File: src/rtl/core_pkg.sv
// Shared core definitions: widths, writeback source select, load funct3 codes,
// and writeback FSM state encoding.
package core_pkg;

    localparam int unsigned CORE_DATA_WIDTH      = 32;
    localparam int unsigned CORE_REG_INDEX_WIDTH = 5;

    typedef enum logic [1:0] {
        WB_ALU = 2'b00,
        WB_MEM = 2'b01,
        WB_PC4 = 2'b10,
        WB_IMM = 2'b11
    } wb_sel_e;

    localparam logic [2:0] F3_LB  = 3'b000;
    localparam logic [2:0] F3_LH  = 3'b001;
    localparam logic [2:0] F3_LW  = 3'b010;
    localparam logic [2:0] F3_LBU = 3'b100;
    localparam logic [2:0] F3_LHU = 3'b101;

    typedef enum logic [1:0] {
        StIdle,
        StWaitMem,
        StWrite,
        StError
    } wb_state_e;

endpackage

File: src/rtl/load_extend.sv
// Combinational load alignment and sign/zero extension, with a flag for
// illegal funct3 codes and misaligned half/word accesses.
module load_extend
    import core_pkg::*;
#(
    parameter int unsigned DATA_WIDTH = CORE_DATA_WIDTH
) (
    input  logic [2:0]            funct3,
    input  logic [1:0]            addr_lo,
    input  logic [DATA_WIDTH-1:0] mem_rdata,
    output logic [DATA_WIDTH-1:0] ext_data,
    output logic                  illegal
);

    logic [7:0]  byte_val;
    logic [15:0] half_val;

    always_comb begin
        byte_val = mem_rdata[7:0];
        case (addr_lo)
            2'd0: byte_val = mem_rdata[7:0];
            2'd1: byte_val = mem_rdata[15:8];
            2'd2: byte_val = mem_rdata[23:16];
            2'd3: byte_val = mem_rdata[31:24];
            default: byte_val = mem_rdata[7:0];
        endcase
        half_val = addr_lo[1] ? mem_rdata[31:16] : mem_rdata[15:0];
    end

    always_comb begin
        ext_data = '0;
        illegal  = 1'b0;
        case (funct3)
            F3_LB:  ext_data = {{(DATA_WIDTH-8){byte_val[7]}}, byte_val};
            F3_LBU: ext_data = {{(DATA_WIDTH-8){1'b0}}, byte_val};
            F3_LH: begin
                ext_data = {{(DATA_WIDTH-16){half_val[15]}}, half_val};
                illegal  = addr_lo[0];
            end
            F3_LHU: begin
                ext_data = {{(DATA_WIDTH-16){1'b0}}, half_val};
                illegal  = addr_lo[0];
            end
            F3_LW: begin
                ext_data = mem_rdata;
                illegal  = (addr_lo != 2'd0);
            end
            default: illegal = 1'b1;
        endcase
    end

endmodule

File: src/rtl/writeback_unit.sv
// Writeback stage: picks the result source, waits for load data when needed,
// and issues a one-cycle registered write to the register file.
module writeback_unit
    import core_pkg::*;
#(
    parameter int unsigned DATA_WIDTH      = CORE_DATA_WIDTH,
    parameter int unsigned REG_INDEX_WIDTH = CORE_REG_INDEX_WIDTH,
    parameter int unsigned MEM_TIMEOUT     = 15
) (
    input  logic                       clk,
    input  logic                       rst,
    input  logic                       wb_start,
    input  logic [1:0]                 wb_sel,
    input  logic [REG_INDEX_WIDTH-1:0] rd_index,
    input  logic [2:0]                 funct3,
    input  logic [1:0]                 addr_lo,
    input  logic [DATA_WIDTH-1:0]      alu_result,
    input  logic [DATA_WIDTH-1:0]      pc_plus4,
    input  logic [DATA_WIDTH-1:0]      imm,
    input  logic [DATA_WIDTH-1:0]      mem_rdata,
    input  logic                       mem_rvalid,
    output logic                       wb_busy,
    output logic                       wb_done,
    output logic                       wr_en,
    output logic [REG_INDEX_WIDTH-1:0] wr_reg_index,
    output logic [DATA_WIDTH-1:0]      wr_reg_data,
    output logic                       load_err
);

    wb_state_e                  state_q;
    logic [3:0]                 cnt_q;
    logic [REG_INDEX_WIDTH-1:0] rd_q;
    logic [2:0]                 f3_q;
    logic [1:0]                 alo_q;

    logic [2:0]            ext_f3;
    logic [1:0]            ext_alo;
    logic [DATA_WIDTH-1:0] ext_data;
    logic                  ext_illegal;
    logic [DATA_WIDTH-1:0] sel_data;

    // In IDLE the extender checks the incoming command; afterwards it works on the latched one.
    assign ext_f3  = (state_q == StIdle) ? funct3  : f3_q;
    assign ext_alo = (state_q == StIdle) ? addr_lo : alo_q;

    load_extend #(
        .DATA_WIDTH(DATA_WIDTH)
    ) u_load_extend (
        .funct3   (ext_f3),
        .addr_lo  (ext_alo),
        .mem_rdata(mem_rdata),
        .ext_data (ext_data),
        .illegal  (ext_illegal)
    );

    always_comb begin
        sel_data = alu_result;
        case (wb_sel_e'(wb_sel))
            WB_PC4:  sel_data = pc_plus4;
            WB_IMM:  sel_data = imm;
            default: sel_data = alu_result;
        endcase
    end

    assign wb_busy = (state_q != StIdle);

    always_ff @(posedge clk or negedge rst) begin
        if (!rst) begin
            state_q      <= StIdle;
            cnt_q        <= '0;
            rd_q         <= '0;
            f3_q         <= '0;
            alo_q        <= '0;
            wb_done      <= 1'b0;
            wr_en        <= 1'b0;
            wr_reg_index <= '0;
            wr_reg_data  <= '0;
            load_err     <= 1'b0;
        end else begin
            wb_done  <= 1'b0;
            wr_en    <= 1'b0;
            load_err <= 1'b0;
            case (state_q)
                StIdle: begin
                    if (wb_start) begin
                        rd_q  <= rd_index;
                        f3_q  <= funct3;
                        alo_q <= addr_lo;
                        cnt_q <= '0;
                        if (wb_sel_e'(wb_sel) == WB_MEM) begin
                            if (ext_illegal) begin
                                state_q  <= StError;
                                load_err <= 1'b1;
                                wb_done  <= 1'b1;
                            end else begin
                                state_q <= StWaitMem;
                            end
                        end else begin
                            state_q      <= StWrite;
                            wr_en        <= (rd_index != '0);
                            wb_done      <= 1'b1;
                            wr_reg_index <= rd_index;
                            wr_reg_data  <= sel_data;
                        end
                    end
                end
                StWaitMem: begin
                    if (mem_rvalid) begin
                        state_q      <= StWrite;
                        wr_en        <= (rd_q != '0);
                        wb_done      <= 1'b1;
                        wr_reg_index <= rd_q;
                        wr_reg_data  <= ext_data;
                    end else if (cnt_q == 4'(MEM_TIMEOUT - 1)) begin
                        state_q  <= StError;
                        load_err <= 1'b1;
                        wb_done  <= 1'b1;
                    end else begin
                        cnt_q <= cnt_q + 4'd1;
                    end
                end
                default: state_q <= StIdle;
            endcase
        end
    end

endmodule

File: config.mk
export PLATFORM = sky130hd
export DESIGN_NAME = writeback_unit
export DESIGN_NICKNAME = d
export VERILOG_FILES = /design/src/rtl/core_pkg.sv /design/src/rtl/load_extend.sv /design/src/rtl/writeback_unit.sv
export SDC_FILE = /design/constraint.sdc
export NUM_CORES = 1
export LEC_CHECK = 0
export ABC_AREA = 1
export ABC_CLOCK_PERIOD_IN_PS = 1600
export CAP_MARGIN = 20
export CORE_UTILIZATION = 40
export CTS_CLUSTER_DIAMETER = 200
export DETAILED_ROUTE_END_ITERATION = 16
export PLACE_DENSITY = 0.78
export SYNTH_ARGS = -nofsm -noshare
export SYNTH_HDL_FRONTEND = slang
export SYNTH_SLANG_ARGS = --single-unit
File: constraint.sdc
create_clock -name clk -period 1.6 [get_ports clk]
set_input_delay 0.16 -clock clk [delete_from_list [all_inputs] [get_ports clk]]
set_output_delay 0.16 -clock clk [all_outputs]
set_load 0.02 [all_outputs]
==> results of run 1 <==
## cells in the final DEF (no fill, tap or decap), types with 8 or more instances in the layout
cell type / count
sky130_fd_sc_hd__a21oi_1: 8
sky130_fd_sc_hd__a21oi_2: 30
sky130_fd_sc_hd__buf_12: 9
sky130_fd_sc_hd__buf_4: 44
sky130_fd_sc_hd__buf_6: 10
sky130_fd_sc_hd__clkdlybuf4s50_1: 182
sky130_fd_sc_hd__dfrtp_1: 54
sky130_fd_sc_hd__inv_1: 91
sky130_fd_sc_hd__nand2_1: 272
sky130_fd_sc_hd__nand2_2: 24
sky130_fd_sc_hd__nand2_4: 9
sky130_fd_sc_hd__nand3_1: 105
sky130_fd_sc_hd__nand3_2: 9
sky130_fd_sc_hd__nor2_1: 44
sky130_fd_sc_hd__o21ai_0: 11
## kinds of logic after synthesis
family,after synthesis
AOI/OAI and AO/OA,71
and+or+nand+nor,481
adders and majority gates,2
buffers and inverters,139
DFF,56
## final cells by class
type	count	share of cell area, %
repair buffers	253	34.1
flip-flops and latches	56	18.6
clock buffers	5	1.66
clock inverters	3	0.382
well taps	140	2.32
multi-input cells	557	38.0
inverters	97	4.90
## stage by stage
stage | TNS, ps | total power [W] | instance area, um2 | hold WS (ps)
4_1_cts | -3250 | 0.0106 | 7180 | 393
6_report | -7160 | 0.0117 | 7540 | 376
3_5_place_dp | -8040 | 0.00885 | 6780 | 186
3_3_place_gp | -6880 | 0.00876 | 6780 | 181
2_1_floorplan | 0 | 0.00618 | 4520 | -136
5_1_grt | -10900 | 0.0124 | 7540 | 416
## worst max path at each step
stage,start,end,cells past startpoint
2_1_floorplan,state_q[0]$_DFFE_PN0P_,wr_reg_data[16]$_DFFE_PN0P_,11
3_3_place_gp,wb_sel[1],wr_reg_data[31]$_DFFE_PN0P_,9
3_5_place_dp,wb_sel[0],wr_reg_data[7]$_DFFE_PN0P_,10
4_1_cts,state_q[1]$_DFFE_PN0P_,wr_reg_data[25]$_DFFE_PN0P_,11
5_1_grt,state_q[0]$_DFFE_PN0P_,wr_reg_data[2]$_DFFE_PN0P_,12
6_report,state_q[0]$_DFFE_PN0P_,wr_reg_data[2]$_DFFE_PN0P_,11
## repair_timing
action                                 4_1_cts  5_1_grt
endpoints found under the hold margin       56        0
gates cloned                                 2        6
setup buffers                                2       10
pin swaps                                    4       20
gates resized for setup                     44       56
setup endpoints to repair                   43       49
hold buffers                                 1        0
## flip-flops by register name (all words and copies together), names as in the netlist
| name | cells |
|---|---|
| wr_reg_data | 32 |
| alo_q | 2 |
| wr_reg_index | 5 |
| wb_done | 1 |
| state_q | 2 |
| rd_q | 5 |
| load_err | 1 |
| wr_en | 1 |
| cnt_q | 4 |
| f3_q | 3 |
## worst reg2reg max path: cells and delay by family (launching register included)
kind / cells / cell delay [ps]
compound gates: 3 / 400
flops: 1 / 460
simple gates: 5 / 620
buf+inv: 3 / 450
## report_power, final
| group | internal [W] | switching (W) |
|---|---|---|
| Combinational | 0.00355 | 0.00445 |
| Clock | 0.000607 | 0.000618 |
| Sequential | 0.00205 | 0.000395 |
| Total | 0.00621 | 0.00546 |
## layer usage
layer | vias to the layer above | track usage [%] | wire, um
met3 | 55 | 4.88 | 1350
li1 | 2772 | - | -
met2 | 292 | 44.4 | 8280
met4 | 0 | 8.30 | 561
met1 | 2608 | 32.6 | 6620
met5 | - | 0 | 0
==> flow_metrics.tcl, run 1 <==
set metrics [dict create \
    regToRegSetupSlack_ps -380 \
    detail_route.wl_per_cell_um 15.1 \
    cts_buffers 5 \
    synth_compound_area_share_pct 10.4 \
    postSynthCellCount 749 \
    fillers 883 \
    dp.cells 1082 \
    hpwl_mm 11.0 \
    fp.coreArea_mm2 0.0109 \
    post-synth-top-count-cell "sky130_fd_sc_hd__nand2_1" \
    hp-class "in2async" \
    p_per_area_mw_per_mm2 1550 \
    mappedNetlistArea_mm2 0.00452 \
    final_max_slew_violation_count 0 \
    global_route.overflow_total 0 \
    synth_cell_types 31 \
    worstPathCellList "nor2_4 -> buf_12 -> nand2_4 -> o21ai_4 -> nand3_4 -> buf_4 -> o21ai_1 -> inv_1 -> nand2_1 -> nand2_1 -> a21oi_1" \
    critical_path_arrival_ps 2220 \
    cts.reportedPaths.clkPinSlew_ps 90 \
    first_global_vias 5058 \
    first_iter_violations 400 \
    synth_top_flop_cell "sky130_fd_sc_hd__dfrtp_1" \
    timing.max_slew.rel_slack_pct 69.3 \
    synth.avg_cell_area_um2 6.03 \
    setup.worst_path.class "reg2reg" \
    syn_to_final_growth_pct 66.8 \
    vdd_ir_drop_max_mv 1.11 \
    cp_max_fo 6 \
    maxCapViolCount 0 \
    worstMarginPinSlew_ps 456 \
    number_of_antenna_violations_at_the_first_check_in_global_routing 0 \
    clock_skew_ps 10.8 \
    final_critical_path_setup_slack_ps -379 \
    timing.critical_path.required_ps 1840 \
    route.final.wire_length_mm 16.8 \
    clk-insertion-delay-late_ps 300 \
    critical-path-max-stage-delay_ps 460 \
    final_util_pct 68.9 \
    finalWeightedCongestion 0.882 \
    critical-path-top-delay-family "simple AND/OR/NAND/NOR gates" \
    io_pins 185 \
    design.die.area_mm2 0.0117 \
    synth_top_family_by_area "simple AND/OR/NAND/NOR gates" \
    period_minus_slack_ps 1980 \
    fin_crit_sh_pct 124 \
    failed_checks "negative setup slack" \
    grt_start_max_net_pins 57 \
    worst_path_max_delay_cell "sky130_fd_sc_hd__dfrtp_2" \
    finalSetupViolations 35 \
    die_h_um 108 \
    cts_sinks 56 \
    grt_pass1_wl_mm 23.9 \
    numnets_final 1116 \
    tritoncts "done" \
    placement.io_buffers 184 \
    clockBufferDepth 2 \
    post-place-ws_ps -249 \
    final_hold_viol_count 0 \
    storage_cell_area_mm2 0.00140 \
    muxShareOfSynthArea_pct 0 \
    post-route-drc-count 0 \
    run_status "complete, but fails checks" \
    h-tree-depth 2 \
    std_cell_rows 38 \
    synth_top_cells_by_count "sky130_fd_sc_hd__nand2_1, sky130_fd_sc_hd__nand3_1, sky130_fd_sc_hd__inv_1" \
    worst_r2r_startpoint "state_q[0]$_DFFE_PN0P_" \
    synth_simple_gate_area_share_pct 44.8 \
    worst_setup_path_end_kind "register" \
    final_layout_size_suffix_gt1_share_pct 18.5 \
    cell_taking_the_most_area_after_synthesis "sky130_fd_sc_hd__dfrtp_1" \
    synth_edf_count 0 \
    route.antenna.remaining_nets 0 \
    r2r-end "wr_reg_data[2]$_DFFE_PN0P_" \
    synth-adder-area-share_pct 0.554 \
    vias 5727 \
    die-width_um 108 \
    ys_seq_area_share_pct 31.0 \
    worst-path-buf-inv 3 \
    synthDominantCellAreaShare_pct 31.0 \
    synthesized_area_fraction_occupied_by_xor_and_xnor_cells_pct 0 \
    final-instance-count-excl-fill 1111 \
    start_util_pct 41.3 \
    critical-path-top-cell-by-count "sky130_fd_sc_hd__nand2_1" \
    p_leak_nw 3.74 \
    worst-r2r-cell-count 11 \
    synth_async_sr_flop_share_pct 100 \
    n_antenna_cell 0 \
    yosys-top-cells-area "sky130_fd_sc_hd__dfrtp_1, sky130_fd_sc_hd__nand2_1, sky130_fd_sc_hd__nand3_1" \
    per_cell_via_count_in_the_routed_design 5.15 \
    fmax_mhz 505 \
    grt_use_total_pct 25.9 \
    multi_input_area_mm2 0.00287 \
    cts_root_buf "sky130_fd_sc_hd__clkbuf_16" \
    first_drt_pass_iteration_count 5 \
    worstSetupStartpointType "register" \
    ys_ff_latch 56 \
    rsz_0062_raised_after_global_routing "yes" \
    mappedNetlistNets 895 \
    yosysWarnings 0 \
]
(Power assumes the default switching activity.)
==> run 2: changes to the inputs <==
--- a/config.mk
+++ b/config.mk
@@ -11,6 +11,7 @@
 export CORE_UTILIZATION = 40
 export CTS_CLUSTER_DIAMETER = 200
 export DETAILED_ROUTE_END_ITERATION = 16
+export GPL_TIMING_DRIVEN = 0
 export PLACE_DENSITY = 0.78
 export SYNTH_ARGS = -nofsm -noshare
 export SYNTH_HDL_FRONTEND = slang
==> run 2 against run 1 <==
Effect of this change:
- the flow still finishes with violations (negative setup slack)
- clock skew rose by 2.3 ps
- via count rose by 3.6%
- global-route usage rose by 3.1 points
- first-iteration DRC count rose by 45%
- combinational power rose by 6.1%
- critical endpoint is now wr_reg_data[14]$_DFFE_PN0P_
- largest cell class unchanged
- highest routed layer unchanged
==> flow_metrics.tcl, run 2 (synthesized netlist as in run 1, its figures left out) <==
set metrics [dict create \
    route.antenna.remaining_nets 0 \
    setup.worst_path.class "reg2reg" \
    top_register "wr_reg_data" \
    cp_max_fo 6 \
    critical-path-max-stage-delay_ps 450 \
    final-instance-count-excl-fill 1121 \
    hpwl_mm 11.6 \
    worst_r2r_startpoint "state_q[0]$_DFFE_PN0P_" \
    hp-class "in2async" \
    r2r-end "wr_reg_data[14]$_DFFE_PN0P_" \
    number_of_antenna_violations_at_the_first_check_in_global_routing 0 \
    first_drt_pass_iteration_count 7 \
    final_max_slew_violation_count 0 \
    worst_path_max_delay_cell "sky130_fd_sc_hd__dfrtp_2" \
    dp.cells 1072 \
    p_leak_nw 3.91 \
    regToRegSetupSlack_ps -350 \
    largest_register_ffs 32 \
    grt_use_total_pct 29.0 \
    start_util_pct 41.3 \
    layout_common_cells "sky130_fd_sc_hd__nand2_1, sky130_fd_sc_hd__clkdlybuf4s50_1, sky130_fd_sc_hd__inv_1, sky130_fd_sc_hd__nand3_1, sky130_fd_sc_hd__dfrtp_1" \
    global_route.overflow_total 0 \
    final_hold_viol_count 0 \
    n_antenna_cell 0 \
    run_status "complete, but fails checks" \
    critical_path_arrival_ps 2180 \
    route.final.wire_length_mm 18.3 \
    worstSetupStartpointType "register" \
    worst-path-buf-inv 2 \
    final_critical_path_setup_slack_ps -348 \
    fp.coreArea_mm2 0.0109 \
    rsz_0062_raised_after_global_routing "yes" \
    syn_to_final_growth_pct 70.0 \
    clockBufferDepth 2 \
    storage_cell_area_mm2 0.00140 \
    cts.reportedPaths.clkPinSlew_ps 90 \
    numnets_final 1126 \
    vias 5934 \
    finalSetupViolations 35 \
    io_pins 185 \
    placement.io_buffers 182 \
    h-tree-depth 2 \
    worstMarginPinSlew_ps 516 \
    first_iter_violations 579 \
    failed_checks "negative setup slack" \
    die_h_um 108 \
    tritoncts "done" \
    worst-r2r-cell-count 11 \
    clock_skew_ps 13.1 \
    p_per_area_mw_per_mm2 1580 \
    detail_route.wl_per_cell_um 16.3 \
    fmax_mhz 513 \
    finalWeightedCongestion 0.885 \
    timing.critical_path.required_ps 1840 \
    worstPathCellList "nor2_4 -> buf_6 -> nand2_4 -> nand3_1 -> nand3_2 -> nand2_2 -> nand2_4 -> buf_6 -> nand3_2 -> nand2_2 -> a21oi_2" \
    clk-insertion-delay-late_ps 310 \
    worst_setup_path_end_kind "register" \
    final_layout_size_suffix_gt1_share_pct 23.9 \
    grt_pass1_wl_mm 26.3 \
    top_regs "wr_reg_data (32), rd_q (5), wr_reg_index (5)" \
    cts_buffers 5 \
    power_w 0.0122 \
    first_global_vias 5327 \
    fin_crit_sh_pct 122 \
    critical-path-top-delay-family "simple AND/OR/NAND/NOR gates" \
    std_cell_rows 38 \
    cts_sinks 56 \
    vdd_ir_drop_max_mv 1.00 \
    per_cell_via_count_in_the_routed_design 5.29 \
    post-route-drc-count 0 \
    cts_root_buf "sky130_fd_sc_hd__clkbuf_16" \
    mostFrequentLayoutCell "sky130_fd_sc_hd__nand2_1" \
    period_minus_slack_ps 1950 \
    design.die.area_mm2 0.0117 \
    timing.max_slew.rel_slack_pct 65.6 \
    die-width_um 108 \
    grt_start_max_net_pins 41 \
    setup-tns-final_ps -9230 \
    fillers 882 \
    multi_input_area_mm2 0.00307 \
    maxCapViolCount 0 \
]
==> run 2: final cells by class <==
| type | instances | area share, % |
|---|---|---|
| plain buffers | 41 | 3.75 |
| clock buffers | 5 | 1.63 |
| multi-input cells | 554 | 40.0 |
| repair buffers | 225 | 28.9 |
| well taps | 140 | 2.28 |
| flip-flops and latches | 56 | 18.3 |
| inverters | 97 | 4.87 |
| clock inverters | 3 | 0.375 |
==> run 2: worst max-delay path by stage <==
stage                           startpoint                           to  slack (ps)  depth (start not counted)
floorplan           state_q[0]$_DFFE_PN0P_  wr_reg_data[16]$_DFFE_PN0P_          20                         11
global placement                       rst   wr_reg_data[4]$_DFFE_PN0P_       -1350                          1
detailed placement              mem_rvalid  wr_reg_index[1]$_DFFE_PN0P_        -520                          9
CTS                 state_q[1]$_DFFE_PN0P_   wr_reg_data[7]$_DFFE_PN0P_        -150                         11
global route        state_q[0]$_DFFE_PN0P_  wr_reg_data[14]$_DFFE_PN0P_        -400                         11
finish              state_q[0]$_DFFE_PN0P_  wr_reg_data[14]$_DFFE_PN0P_        -350                         11
==> run 2: what timing repair did <==
action | CTS | global route
hold endpoints to repair | 16 | 0
gates cloned | 7 | 0
hold buffers | 1 | 0
endpoints found under the setup margin | 47 | 53
pin swaps | 31 | 27
setup buffers | 30 | 4
resized for setup | 154 | 59
==> run 2: report_power, final <==
part           switching, W  internal (W)
Sequential         0.000391       0.00205
Combinational       0.00483       0.00366
Clock              0.000620      0.000607
==> run 2: stage by stage <==
step | hold WS (ps) | cell area (um2) | setup WS (ps) | util (%)
floorplan | -136 | 4520 | 22.7 | -
global placement | 444 | 6520 | -1350 | 59.6
detailed placement | 116 | 6540 | -516 | 59.8
CTS | 322 | 7460 | -150 | 68.2
global route | 363 | 7680 | -398 | 70.3
finish | 318 | 7680 | -348 | 70.3
==> run 2: routing by layer <==
layer  track usage, %  part of all wire (%)  vias up
met5                0                     0        -
met4             10.7                   4.2        0
met3             6.27                   9.7       74
met2             47.5                    48      332
met1             37.4                    38     2739
li1                 -                     -     2789
==> run 3: changes to the inputs <==
--- a/config.mk
+++ b/config.mk
@@ -12,6 +12,7 @@
 export CTS_CLUSTER_DIAMETER = 200
 export DETAILED_ROUTE_END_ITERATION = 16
 export GPL_TIMING_DRIVEN = 0
+export MAX_ROUTING_LAYER = met4
 export PLACE_DENSITY = 0.78
 export SYNTH_ARGS = -nofsm -noshare
 export SYNTH_HDL_FRONTEND = slang
==> run 3 against run 2 <==
Effect of this change:
- the flow still finishes with violations (negative setup slack)
- clock-buffer cell count did not move
- maximum frequency rose by 2.0%
- cell count barely moved
- sequential cell count did not move
- largest cell class unchanged
- non-clock buffer count rose by 1
- via count fell by 0.17%
- final area fell by 0.54%
- largest power group unchanged
==> flow_metrics.tcl, run 3 (synthesized netlist as in run 1, its figures left out) <==
set metrics [dict create \
    grt_pass1_wl_mm 26.2 \
    cts_root_buf "sky130_fd_sc_hd__clkbuf_16" \
    r2r-end "wr_reg_data[14]$_DFFE_PN0P_" \
    finalWeightedCongestion 0.900 \
    period_minus_slack_ps 1910 \
    clock_skew_ps 14.2 \
    detail_route.wl_per_cell_um 15.6 \
    cts_sinks 56 \
    p_leak_nw 3.88 \
    stdcell_area_mm2 0.00764 \
    die-width_um 108 \
    timing.critical_path.required_ps 1840 \
    grt_start_max_net_pins 41 \
    worst_setup_path_end_kind "register" \
    vias 5924 \
    top_regs "wr_reg_data (32), rd_q (5), wr_reg_index (5)" \
    setup-tns-final_ps -8590 \
    setup.worst_path.class "reg2reg" \
    start_util_pct 41.3 \
    worstMarginPinSlew_ps 509 \
    n_antenna_cell 0 \
    fin_crit_sh_pct 119 \
    top_register "wr_reg_data" \
    first_global_vias 5341 \
    worstSetupStartpointType "register" \
    clk-insertion-delay-late_ps 310 \
    fillers 885 \
    post-route-drc-count 0 \
    std_cell_rows 38 \
    design.die.area_mm2 0.0117 \
    timing.max_slew.rel_slack_pct 66.1 \
    p_per_area_mw_per_mm2 1570 \
    first_iter_violations 455 \
    route.antenna.remaining_nets 0 \
    route.final.wire_length_mm 17.6 \
    vdd_ir_drop_max_mv 0.978 \
    worst_r2r_startpoint "state_q[0]$_DFFE_PN0P_" \
    detailed_place.area_mm2 0.00654 \
    number_of_antenna_violations_at_the_first_check_in_global_routing 0 \
    io_pins 185 \
    first_drt_pass_iteration_count 5 \
    failed_checks "negative setup slack" \
    crit_start "state_q[0]$_DFFE_PN0P_" \
    cp_max_fo 6 \
    global_route.overflow_total 0 \
    h-tree-depth 2 \
    critical_path_arrival_ps 2140 \
    cts.reportedPaths.clkPinSlew_ps 90 \
    worst-r2r-cell-count 11 \
    mostFrequentLayoutCell "sky130_fd_sc_hd__nand2_1" \
    critPathCapture "wr_reg_data[14]$_DFFE_PN0P_" \
    largest_register_ffs 32 \
    final_hold_viol_count 0 \
    layout_common_cells "sky130_fd_sc_hd__nand2_1, sky130_fd_sc_hd__clkdlybuf4s50_1, sky130_fd_sc_hd__inv_1, sky130_fd_sc_hd__nand3_1, sky130_fd_sc_hd__nand2_2" \
    tritoncts "done" \
    cts_buffers 5 \
    rsz_0062_raised_after_global_routing "yes" \
    multi_input_area_mm2 0.00302 \
    final_layout_size_suffix_gt1_share_pct 23.9 \
    finalSetupViolations 35 \
    hpwl_mm 11.6 \
    fp.coreArea_mm2 0.0109 \
    hp-class "in2async" \
    final_max_slew_violation_count 0 \
    per_cell_via_count_in_the_routed_design 5.28 \
    final_util_pct 69.9 \
    storage_cell_area_mm2 0.00140 \
    run_status "complete, but fails checks" \
    die_h_um 108 \
    final_critical_path_setup_slack_ps -309 \
    fmax_mhz 524 \
    clockBufferDepth 2 \
    syn_to_final_growth_pct 69.1 \
    maxCapViolCount 0 \
    numnets_final 1127 \
    grt_use_total_pct 29.8 \
    placement.io_buffers 182 \
    regToRegSetupSlack_ps -310 \
]
-- run 3: report_power, final --
part | internal [W] | switching, W
Combinational | 0.00363 | 0.00467
Sequential | 0.00205 | 0.000388
Clock | 0.000607 | 0.000626
-- run 3: worst min-delay path by stage --
stage	cells past startpoint	startpoint	slack, ps	end
finish	2	rst	310	alo_q[1]$_DFFE_PN0P_
global route	2	rst	360	wr_en$_DFF_PN0_
CTS	2	rst	320	wr_en$_DFF_PN0_
detailed placement	1	rst	120	wr_en$_DFF_PN0_
global placement	1	cnt_q[3]$_DFFE_PN0P_	440	cnt_q[3]$_DFFE_PN0P_
floorplan	0	rst	-140	alo_q[0]$_DFFE_PN0P_
-- run 3: timing repair --
item,CTS,global route
hold buffers,1,0
hold endpoints to repair,16,0
setup endpoints to repair,47,53
resized for setup,154,51
gates cloned,7,0
pin swaps,31,29
setup buffers,30,5
-- run 3: worst max-delay path, cell delays in order, from the launching register on --
cell and delay (ps):
sky130_fd_sc_hd__dfrtp_2 450, sky130_fd_sc_hd__nor2_4 180, sky130_fd_sc_hd__buf_6 170, sky130_fd_sc_hd__nand2_4 70
sky130_fd_sc_hd__nand3_1 160, sky130_fd_sc_hd__nand3_2 120, sky130_fd_sc_hd__nand2_2 120, sky130_fd_sc_hd__nand2_4 110
sky130_fd_sc_hd__buf_6 160, sky130_fd_sc_hd__nand3_2 90, sky130_fd_sc_hd__nand2_2 70, sky130_fd_sc_hd__a21oi_2 120
-- run 3: metrics by stage --
| stage | total power, W | hold slack, ps | setup slack [ps] | std cells |
|---|---|---|---|---|
| final | 0.0120 | 313 | -309 | 1122 |
| after global routing | 0.0126 | 362 | -399 | 1122 |
| after CTS | 0.0113 | 322 | -150 | 1118 |
| after detailed placement | 0.00850 | 116 | -516 | 1072 |
| after global placement | 0.00843 | 444 | -1350 | 1071 |
| after floorplan | 0.00618 | -136 | 22.7 | 749 |
-- run 3: layout make-up --
type	instances	share of cell area [%]
plain buffers	41	3.77
inverters	97	4.90
flip-flops and latches	56	18.4
well taps	140	2.29
repair buffers	226	29.1
clock buffers	5	1.64
clock inverters	3	0.377
multi-input cells	554	39.5
-- run 3: routing by layer --
metal  part of all wire, %  global-route usage (%)  routed length (um)
met5                     0                       -                   0
met4                   4.5                    11.6                 788
met3                   8.5                    5.18                1490
met2                    47                    47.3                8290
met1                    40                    37.8                6990
